`src/rtl/cs_accumulate_resolve.sv`:
```
// cs_accumulate_resolve
// Carry-save accumulator with a multi-cycle chunked carry-propagate resolver.
// Each accepted beat folds a redundant (sum, carry) pair into the running
// carry-save state with a 4:2 compressor. The last beat triggers a resolve
// that walks the state Chunk bits per cycle into a binary result. The result
// is held on a valid/ready output until it is taken.
// Optional build macro: CS_RESOLVE_FAST_EN -- resolve in one full-width add.
module cs_accumulate_resolve #(
  parameter int Width    = 16,
  parameter int Chunk    = 4,
  parameter int CntWidth = 8
) (
  input  logic                clk_i,
  input  logic                rst_i,
  input  logic                in_valid_i,
  output logic                in_ready_o,
  input  logic [Width-1:0]    in_s_i,
  input  logic [Width-1:0]    in_c_i,
  input  logic                in_last_i,
  output logic                out_valid_o,
  input  logic                out_ready_i,
  output logic [Width-1:0]    out_sum_o,
  output logic [CntWidth-1:0] out_cnt_o
);

  localparam int N    = (Width + Chunk - 1) / Chunk;
  localparam int PadW = N * Chunk;
  localparam int IdxW = (N > 1) ? $clog2(N) : 1;

  typedef enum logic [1:0] {ACC, RESOLVE, OUT} state_e;

  state_e              state_q, state_d;
  logic [Width-1:0]    rs_q, rs_d;
  logic [Width-1:0]    rc_q, rc_d;
  logic [PadW-1:0]     res_q, res_d;
  logic [CntWidth-1:0] cnt_q, cnt_d;

  // Two full-adder layers; carries shift up one bit and overflow is dropped,
  // so the represented value stays exact modulo 2^Width.
  function automatic logic [2*Width-1:0] compress42(input logic [Width-1:0] a,
                                                    input logic [Width-1:0] b,
                                                    input logic [Width-1:0] c,
                                                    input logic [Width-1:0] d);
    logic [Width-1:0] s1, c1, s2, c2;
    s1 = a ^ b ^ c;
    c1 = ((a & b) | (a & c) | (b & c)) << 1;
    s2 = s1 ^ c1 ^ d;
    c2 = ((s1 & c1) | (s1 & d) | (c1 & d)) << 1;
    return {s2, c2};
  endfunction

  // Beat counter sticks at all-ones instead of wrapping.
  function automatic logic [CntWidth-1:0] sat_inc(input logic [CntWidth-1:0] v);
    return (&v) ? v : v + 1'b1;
  endfunction

`ifndef CS_RESOLVE_FAST_EN
  logic [IdxW-1:0] idx_q, idx_d;
  logic            cy_q, cy_d;
  logic [PadW-1:0] rs_pad, rc_pad;
  logic [Chunk:0]  chunk_sum;
  int              base;

  // Zero-pad the state so a partial top chunk reads as zeros above Width.
  assign rs_pad = PadW'(rs_q);
  assign rc_pad = PadW'(rc_q);
  assign base   = int'(idx_q) * Chunk;

  // Current chunk of the carry-propagate add, including the carry from below.
  always_comb begin
    chunk_sum = {1'b0, rs_pad[base +: Chunk]} + {1'b0, rc_pad[base +: Chunk]}
              + {{Chunk{1'b0}}, cy_q};
  end
`endif

  // Next-state and datapath update for the ACC / RESOLVE / OUT sequence.
  always_comb begin
    state_d = state_q;
    rs_d    = rs_q;
    rc_d    = rc_q;
    res_d   = res_q;
    cnt_d   = cnt_q;
`ifndef CS_RESOLVE_FAST_EN
    idx_d   = idx_q;
    cy_d    = cy_q;
`endif
    case (state_q)
      ACC: begin
        if (in_valid_i) begin
          {rs_d, rc_d} = compress42(rs_q, rc_q, in_s_i, in_c_i);
          cnt_d        = sat_inc(cnt_q);
          if (in_last_i) begin
            state_d = RESOLVE;
`ifndef CS_RESOLVE_FAST_EN
            idx_d   = '0;
            cy_d    = 1'b0;
`endif
          end
        end
      end
      RESOLVE: begin
`ifdef CS_RESOLVE_FAST_EN
        res_d   = PadW'(rs_q + rc_q);
        state_d = OUT;
`else
        res_d[base +: Chunk] = chunk_sum[Chunk-1:0];
        cy_d                 = chunk_sum[Chunk];
        if (idx_q == IdxW'(N - 1)) begin
          state_d = OUT;
        end else begin
          idx_d = idx_q + 1'b1;
        end
`endif
      end
      OUT: begin
        if (out_ready_i) begin
          state_d = ACC;
          rs_d    = '0;
          rc_d    = '0;
          cnt_d   = '0;
        end
      end
      default: state_d = ACC;
    endcase
  end

  // State registers; reset clears everything and returns to ACC.
  always_ff @(posedge clk_i) begin
    if (rst_i) begin
      state_q <= ACC;
      rs_q    <= '0;
      rc_q    <= '0;
      res_q   <= '0;
      cnt_q   <= '0;
`ifndef CS_RESOLVE_FAST_EN
      idx_q   <= '0;
      cy_q    <= 1'b0;
`endif
    end else begin
      state_q <= state_d;
      rs_q    <= rs_d;
      rc_q    <= rc_d;
      res_q   <= res_d;
      cnt_q   <= cnt_d;
`ifndef CS_RESOLVE_FAST_EN
      idx_q   <= idx_d;
      cy_q    <= cy_d;
`endif
    end
  end

  // Handshake flags come from the state register; reset forces every output
  // low immediately so nothing is presented before the first reset edge.
  assign in_ready_o  = ~rst_i & (state_q == ACC);
  assign out_valid_o = ~rst_i & (state_q == OUT);
  assign out_sum_o   = rst_i ? '0 : res_q[Width-1:0];
  assign out_cnt_o   = rst_i ? '0 : cnt_q;

endmodule

```
`config.mk`:
```
export PLATFORM = sky130hd
export DESIGN_NAME = cs_accumulate_resolve
export DESIGN_NICKNAME = d
export VERILOG_FILES = /design/src/rtl/cs_accumulate_resolve.sv
export SDC_FILE = /design/constraint.sdc
export NUM_CORES = 1
export LEC_CHECK = 0
export ABC_AREA = 1
export ABC_CLOCK_PERIOD_IN_PS = 2800
export BUFFER_PORTS_ARGS = -buffer_cell sky130_fd_sc_hd__buf_2
export CORE_MARGIN = 2
export CORE_UTILIZATION = 51
export DETAILED_ROUTE_END_ITERATION = 8
export HOLD_SLACK_MARGIN = 0.12
export PLACE_DENSITY = 0.88
export SETUP_SLACK_MARGIN = 0.3
export SYNTH_ARGS = -nofsm -noshare
export SYNTH_HDL_FRONTEND = slang
export SYNTH_SLANG_ARGS = --single-unit
export TNS_END_PERCENT = 1
```
`constraint.sdc`:
```
create_clock -name clk_i -period 2.8 [get_ports clk_i]
set_clock_uncertainty 0.05 [all_clocks]
set_input_delay 0.14 -clock clk_i [delete_from_list [all_inputs] [get_ports clk_i]]
set_output_delay 0.14 -clock clk_i [all_outputs]
set_load 0.1 [all_outputs]
```
==> metrics.txt, run 1 <==
Tightest Pin Transition 0.558 ns; gp weighted congestion 0.923; Setup CP Type flop to flop; final setup TNS 0 ns; width of the die 89.0 um; count leader, synth nand2_1; dpl hpwl 6770 um; Slowest-stage cell, CP fa_1; Detail Route Antenna Nets 0; Ports 63; Sink Count 60; Die Span Y 89.0 um; TritonCTS Buffers 9; Pwr Density 577 nW/um^2; synthesized flop and latch total 60; worst hold endpoint rc_pad[1]; CP Launch Type flop; antenna violations before repair 0; Post-DP Area 4090 um^2; global routing usage on met1 32.1%; core area 6910 um^2; NumNets Final 627; outcome finished, final reports clean; P&R area growth vs syn 16.7%; largest cells by area after synthesis dfxtp_1 33%, fa_1 16%, nand2_1 11%; number of synthesis warnings 0; mapped cell area 3690 um^2; WL final 8950 um; most crowded layer after global routing met2; die footprint 7920 um^2; max cap viols 0; largest family of logic cells by synthesized area simple AND/OR/NAND/NOR gates; mux cell area share after synthesis 0%; Netlist cell types 32; grt met3 use 4.99%; drt drc 0; DR iter-0 viols 148; final critical-path required period 2.28 ns; slew margin rel. 62.8%; port buffer count 62; first-pass GRT wire length 15,000 um; H-tree levels 3; # diodes 0; peak fanout along the critical path 3; Post-Synth Simple-Gate Area 26.0%; clk_lat worst skew 0.35 ns; RR Endpoint res_q[10]; Syn Inst Count 485; worst hold slack 0.172 ns; CTS tree built; worst endpoint data arrival time 2.45 ns; Post-synth EDFFs 0; maximum VDD drop 0.000331 V; Post-synth top cells 106 x nand2_1, 65 x nor2_1, 60 x dfxtp_1, 53 x inv_1, 36 x a21oi_1; worst-path cell chain o21ai_0, o22ai_1, fa_2, fa_1, xor2_1, and2_1, a22oi_1, nor2_1; Slew Limit Fails 0; post-synthesis adder-cell area fraction 20.4%; fillers 624; hold depth 4; register area share after synthesis 32.6%; Clock Tree Buf Depth 2; CP peak stage delay 0.41 ns; vias in the first global route 3,229; Setup WS pre-CTS 0.253 ns; Worst Hold Class input port to flop; Mapped Nets 564; Global Route Usage Sum 24.6%; clock-pin slew on the worst setup and hold paths 0.07 ns; Tcrit/Tclk final 81.3%; Final Setup Violations 0; RSZ-0062 raised after global routing false; largest area contributor in the netlist dfxtp_1; Worst EP required 2.97 ns; Critical Path End Type flop; post-detailed-route wirelength per cell 13.8 um; fmax 0.439 GHz; met2 usage 39.1%; Synth Area in Compound Gates 12.5%; largest net degree at the start of global routing 31; Final WS setup 0.525 ns; Final Hold Viols 0; worst r2r src rs_pad[8]; drt pass-1 iters 7; static leakage 1.88 nW; starting density of the core 53.4%; Via Count 3,370; worst r2r path cells 8; flop-to-flop setup slack 0.52 ns; Hold Path Origin in_c_i[0]; syn avg cell area 7.60 um^2; XOR/XNOR share of the synthesized area 0.238%; post-synth top area share 32.6%; gr ovfl total 0; Root Driver clkbuf_8; post-layout instance area 4300 um^2; async set-reset flop share out of synthesis 0%; Power Total 0.00248 W; predominant post-synthesis flop cell dfxtp_1; share of layout cells above drive strength 1 18.7%; Vias/cell 5.21; # rows 30
-- cells by family after synthesis --
| logic type | Yosys count |
|---|---|
| xor gates and xnor gates | 1 |
| and+or+nand+nor | 221 |
| DFF | 60 |
| AOI/OAI and AO/OA | 84 |
| adders and majority gates | 42 |
| buffers and inverters | 77 |
-- through the flow --
step	instances	util [%]
global route	647	62.3
detailed placement	631	59.2
finish	647	62.3
floorplan	485	-
global placement	631	59.2
CTS	647	62.2
-- placed cells by master (no fill, tap or decap), types with 2 or more instances in the layout --
| master | instances |
|---|---|
| dlygate4sd3_1 | 2 |
| buf_4 | 7 |
| ha_1 | 12 |
| dfxtp_1 | 59 |
| clkbuf_8 | 11 |
| nand2_2 | 4 |
| fa_1 | 29 |
| nand2_1 | 106 |
| o31ai_1 | 7 |
| inv_2 | 4 |
| or2_2 | 3 |
| inv_1 | 53 |
| nor2_1 | 65 |
| o22ai_1 | 9 |
| buf_2 | 62 |
| nand3_1 | 31 |
| clkinv_2 | 2 |
| a22oi_1 | 3 |
| a21oi_1 | 36 |
| nand4_1 | 3 |
| o21ai_1 | 6 |
| nand2_4 | 2 |
| o21ai_0 | 21 |
-- worst max-delay path by stage --
stage	from	endpoint	cells past startpoint
2_1_floorplan	idx_q[0]	res_q[10]	10
3_3_place_gp	idx_q[0]	res_q[10]	9
3_5_place_dp	idx_q[0]	res_q[10]	9
4_1_cts	idx_q[0]	res_q[10]	9
5_1_grt	idx_q[0]	res_q[10]	9
6_report	rs_pad[8]	res_q[10]	8
-- layout make-up --
class,instances,area (um^2),area share [%]
multi-input cells,348,2190,50.8
repair buffers,71,383,8.90
clock inverters,2,35.0,0.814
inverters,58,219,5.09
well taps,96,120,2.79
clock buffers,12,155,3.61
flip-flops and latches,60,1200,28.0
-- sequential cells by signal (all words and copies together) (netlist names) --
signal	count
cnt_q	8
cy_q	1
idx_q	2
rc_pad	15
res_q	16
rs_pad	16
state_q	2
-- critical path: cells and delay by family, from the launching register on --
family	cells	cell delay [ns]
and+or+nand+nor	2	0.20
DFF	1	0.36
xor gates and xnor gates	1	0.17
adders and majority gates	2	0.79
AOI/OAI and AO/OA	3	0.58
-- report_power, final --
part           switching [W]  leakage, nW  total (W)  internal [W]
combinational       0.000408         1.29   0.000681      0.000272
clock               0.000339       0.0983   0.000787      0.000449
sequential         0.0000867        0.489    0.00101      0.000926
total               0.000834         1.88    0.00248       0.00165
-- routing by layer --
metal	vias up	wire length, um
li1	1680	-
met1	1561	3950
met2	103	4230
met3	26	477
met4	0	290
met5	-	0
-- what timing repair did --
item,in CTS,in global routing
endpoints found under the setup margin,3,5
resized for setup,1,3
buffers inserted,0,0
hold buffers,2,0
endpoints found under the hold margin,2,0
No activity file was read; power rests on OpenSTA's default activity.
==> inputs of run 2 (changes only) <==
--- a/config.mk
+++ b/config.mk
@@ -6,13 +6,13 @@
 export NUM_CORES = 1
 export LEC_CHECK = 0
 export ABC_AREA = 1
-export ABC_CLOCK_PERIOD_IN_PS = 2800
+export ABC_CLOCK_PERIOD_IN_PS = 2200
 export BUFFER_PORTS_ARGS = -buffer_cell sky130_fd_sc_hd__buf_2
 export CORE_MARGIN = 2
-export CORE_UTILIZATION = 51
+export CORE_UTILIZATION = 57
 export DETAILED_ROUTE_END_ITERATION = 8
 export HOLD_SLACK_MARGIN = 0.12
-export PLACE_DENSITY = 0.88
+export PLACE_DENSITY = 0.93
 export SETUP_SLACK_MARGIN = 0.3
 export SYNTH_ARGS = -nofsm -noshare
 export SYNTH_HDL_FRONTEND = slang
==> constraint.sdc (replaced) <==
create_clock -name clk_i -period 2.2 [get_ports clk_i]
set_clock_uncertainty 0.05 [all_clocks]
set_input_delay 0.11 -clock clk_i [delete_from_list [all_inputs] [get_ports clk_i]]
set_output_delay 0.11 -clock clk_i [all_outputs]
set_load 0.1 [all_outputs]
==> metrics.txt, run 2 (synthesis gave the netlist of run 1 again) <==
TritonCTS Buffers 9 (unchanged); starting density of the core 58.4% (+5.0 points); Clock Tree Buf Depth 2 (unchanged); commonest non-fill, non-tap cell in the layout nand2_1; final critical-path required period 2.13 ns (-0.142 ns); Worst Hold Class input port to flop; Pwr Density 708 nW/um^2 (+23%); gr ovfl total 0 (unchanged); clk_lat worst skew 0.35 ns (about the same); largest net degree at the start of global routing 31 (unchanged); slew margin rel. 40.0% (-23 points); Via Count 3,498 (+3.8%); Layout Cells excl Fill 642 (-0.77%); CP Launch Type flop; DP Cell Count 622 (-1.4%); Die Span Y 84.4 um (-5.2%); Final Setup Violations 0 (unchanged); post-detailed-route wirelength per cell 14.4 um (+4.1%); gp weighted congestion 0.952 (+3.2%); final core utilization 69.8% (+7.5 points); max cap viols 0 (unchanged); Setup CP Type flop to flop; dpl hpwl 7040 um (+4.0%); worst endpoint data arrival time 2.36 ns (-0.09 ns); clock share of power 28.1% (-3.6 points); outcome finished, final reports clean; drt drc 0 (unchanged); Final Hold Viols 0 (unchanged); clock-pin slew on the worst setup and hold paths 0.07 ns (about the same); vias in the first global route 3,416 (+5.8%); antenna violations before repair 0 (unchanged); Net Sw Frac 35.3% (+1.7 points); Global Route Usage Sum 27.6% (+3.0 points); Internal Power 0.00202 W (+22%); Tightest Pin Transition 0.899 ns (+0.341 ns); Tcrit/Tclk final 97.0% (+16 points); P&R area growth vs syn 19.5%; DR iter-0 viols 201 (+36%); width of the die 84.4 um (-5.2%); static leakage 1.93 nW (+2.8%); Slew Limit Fails 0 (unchanged); port buffer count 62 (unchanged); H-tree levels 3 (unchanged); Critical Path End Type flop; Switch Pwr 0.00110 W (+32%); most frequent cells in the layout 106 x nand2_1, 61 x buf_2, 60 x nor2_1, 58 x dfxtp_1, 52 x inv_1; Worst EP required 2.43 ns (-0.54 ns); worst r2r path cells 11 (+3); flop-to-flop setup slack 0.07 ns (-0.46 ns); peak fanout along the critical path 13 (+10); core area 6310 um^2 (-8.6%); maximum VDD drop 0.000478 V (+45%); hold depth 4 (unchanged); Logic pwr share 30.6% (+3.2 points); first-pass GRT wire length 15,500 um (+3.6%); share of layout cells above drive strength 1 22.3% (+3.6 points); CTS tree built; NumNets Final 639 (+1.9%); Sink Count 60 (unchanged); # rows 29 (-3.3%); Vias/cell 5.45 (+4.6%); die footprint 7130 um^2 (-10%); Reg power frac 41.3% (+0.5 points); Detail Route Antenna Nets 0 (unchanged); Root Driver clkbuf_8; Ports 63 (unchanged); fmax 0.469 GHz (+6.6%); # diodes 0 (unchanged); RSZ-0062 raised after global routing true; drt pass-1 iters 5 (-2); WL final 9250 um (+3.3%)
-- run 2: changes by cell type in the layout (fill, tap and decap cells not counted), sizes merged --
cell,before,now
clkbuf,12,15
buf,69,78
dlygate4sd3,2,4
clkinv,2,3
bufinv,1,0
-- run 2: metal layers --
| layer | track usage [%] | share of wire (%) | up-vias |
|---|---|---|---|
| li1 | - | - | 1698 |
| met1 | 32.5 | 41 | 1634 |
| met2 | 47.5 | 51 | 136 |
| met3 | 4.82 | 5.2 | 30 |
| met4 | 15.6 | 3.7 | 0 |
| met5 | 0 | 0 | - |
-- run 2: final timing paths --
check,startpoint,endpoint
setup / recovery,idx_q[0],res_q[15]
setup reg to reg,idx_q[0],res_q[15]
hold reg to reg,res_q[15],res_q[15]
hold / removal,in_c_i[0],rc_pad[1]
-- run 2: what timing repair did --
item,CTS,global route
setup buffers,0,0
cloned,0,0
hold endpoints to repair,4,0
gates resized for setup,17,11
hold buffers,4,0
pin swaps,5,8
setup endpoints to repair,32,45
-- run 2: cell type report --
class	instances	area, um^2
inverter	58	221
fill	511	1910
clock inverter	2	10.0
timing repair buffer	83	484
clock buffer	14	153
multi-input combinational	348	2230
sequential	60	1210
tap	77	96.3
-- run 2: power by group through the flow --
stage | registers, W | logic, W | clock network (W)
3_5_place_dp | 0.00130 | 0.000913 | 0
3_3_place_gp | 0.00130 | 0.000851 | 0
4_1_cts | 0.00128 | 0.000938 | 0.000881
5_1_grt | 0.00130 | 0.00109 | 0.000932
2_1_floorplan | 0.00127 | 0.000643 | 0
6_report | 0.00129 | 0.000955 | 0.000877
-- run 2: through the flow --
step                setup TNS, ns  worst slack [ns]  instance area [um^2]  power (W)  hold slack [ns]
global placement           -0.145           -0.0840                  4140    0.00215            0.281
finish                          0            0.0663                  4410    0.00312            0.126
CTS                             0            0.0474                  4380    0.00310            0.123
detailed placement         -0.649            -0.181                  4140    0.00221            0.296
floorplan                   -2.72            -0.420                  3690    0.00192            0.163
global route                    0           0.00944                  4410    0.00332            0.145
-- run 2: worst max-delay path, cell delays in order, from the launching register on --
cell	delay (ns)
dfxtp_4	0.37
buf_4	0.14
buf_4	0.19
nor2_2	0.13
o22ai_1	0.12
ha_1	0.39
nand3_1	0.13
nand3_1	0.08
nand2_1	0.05
nand2_1	0.12
nand4_1	0.12
a21oi_1	0.16
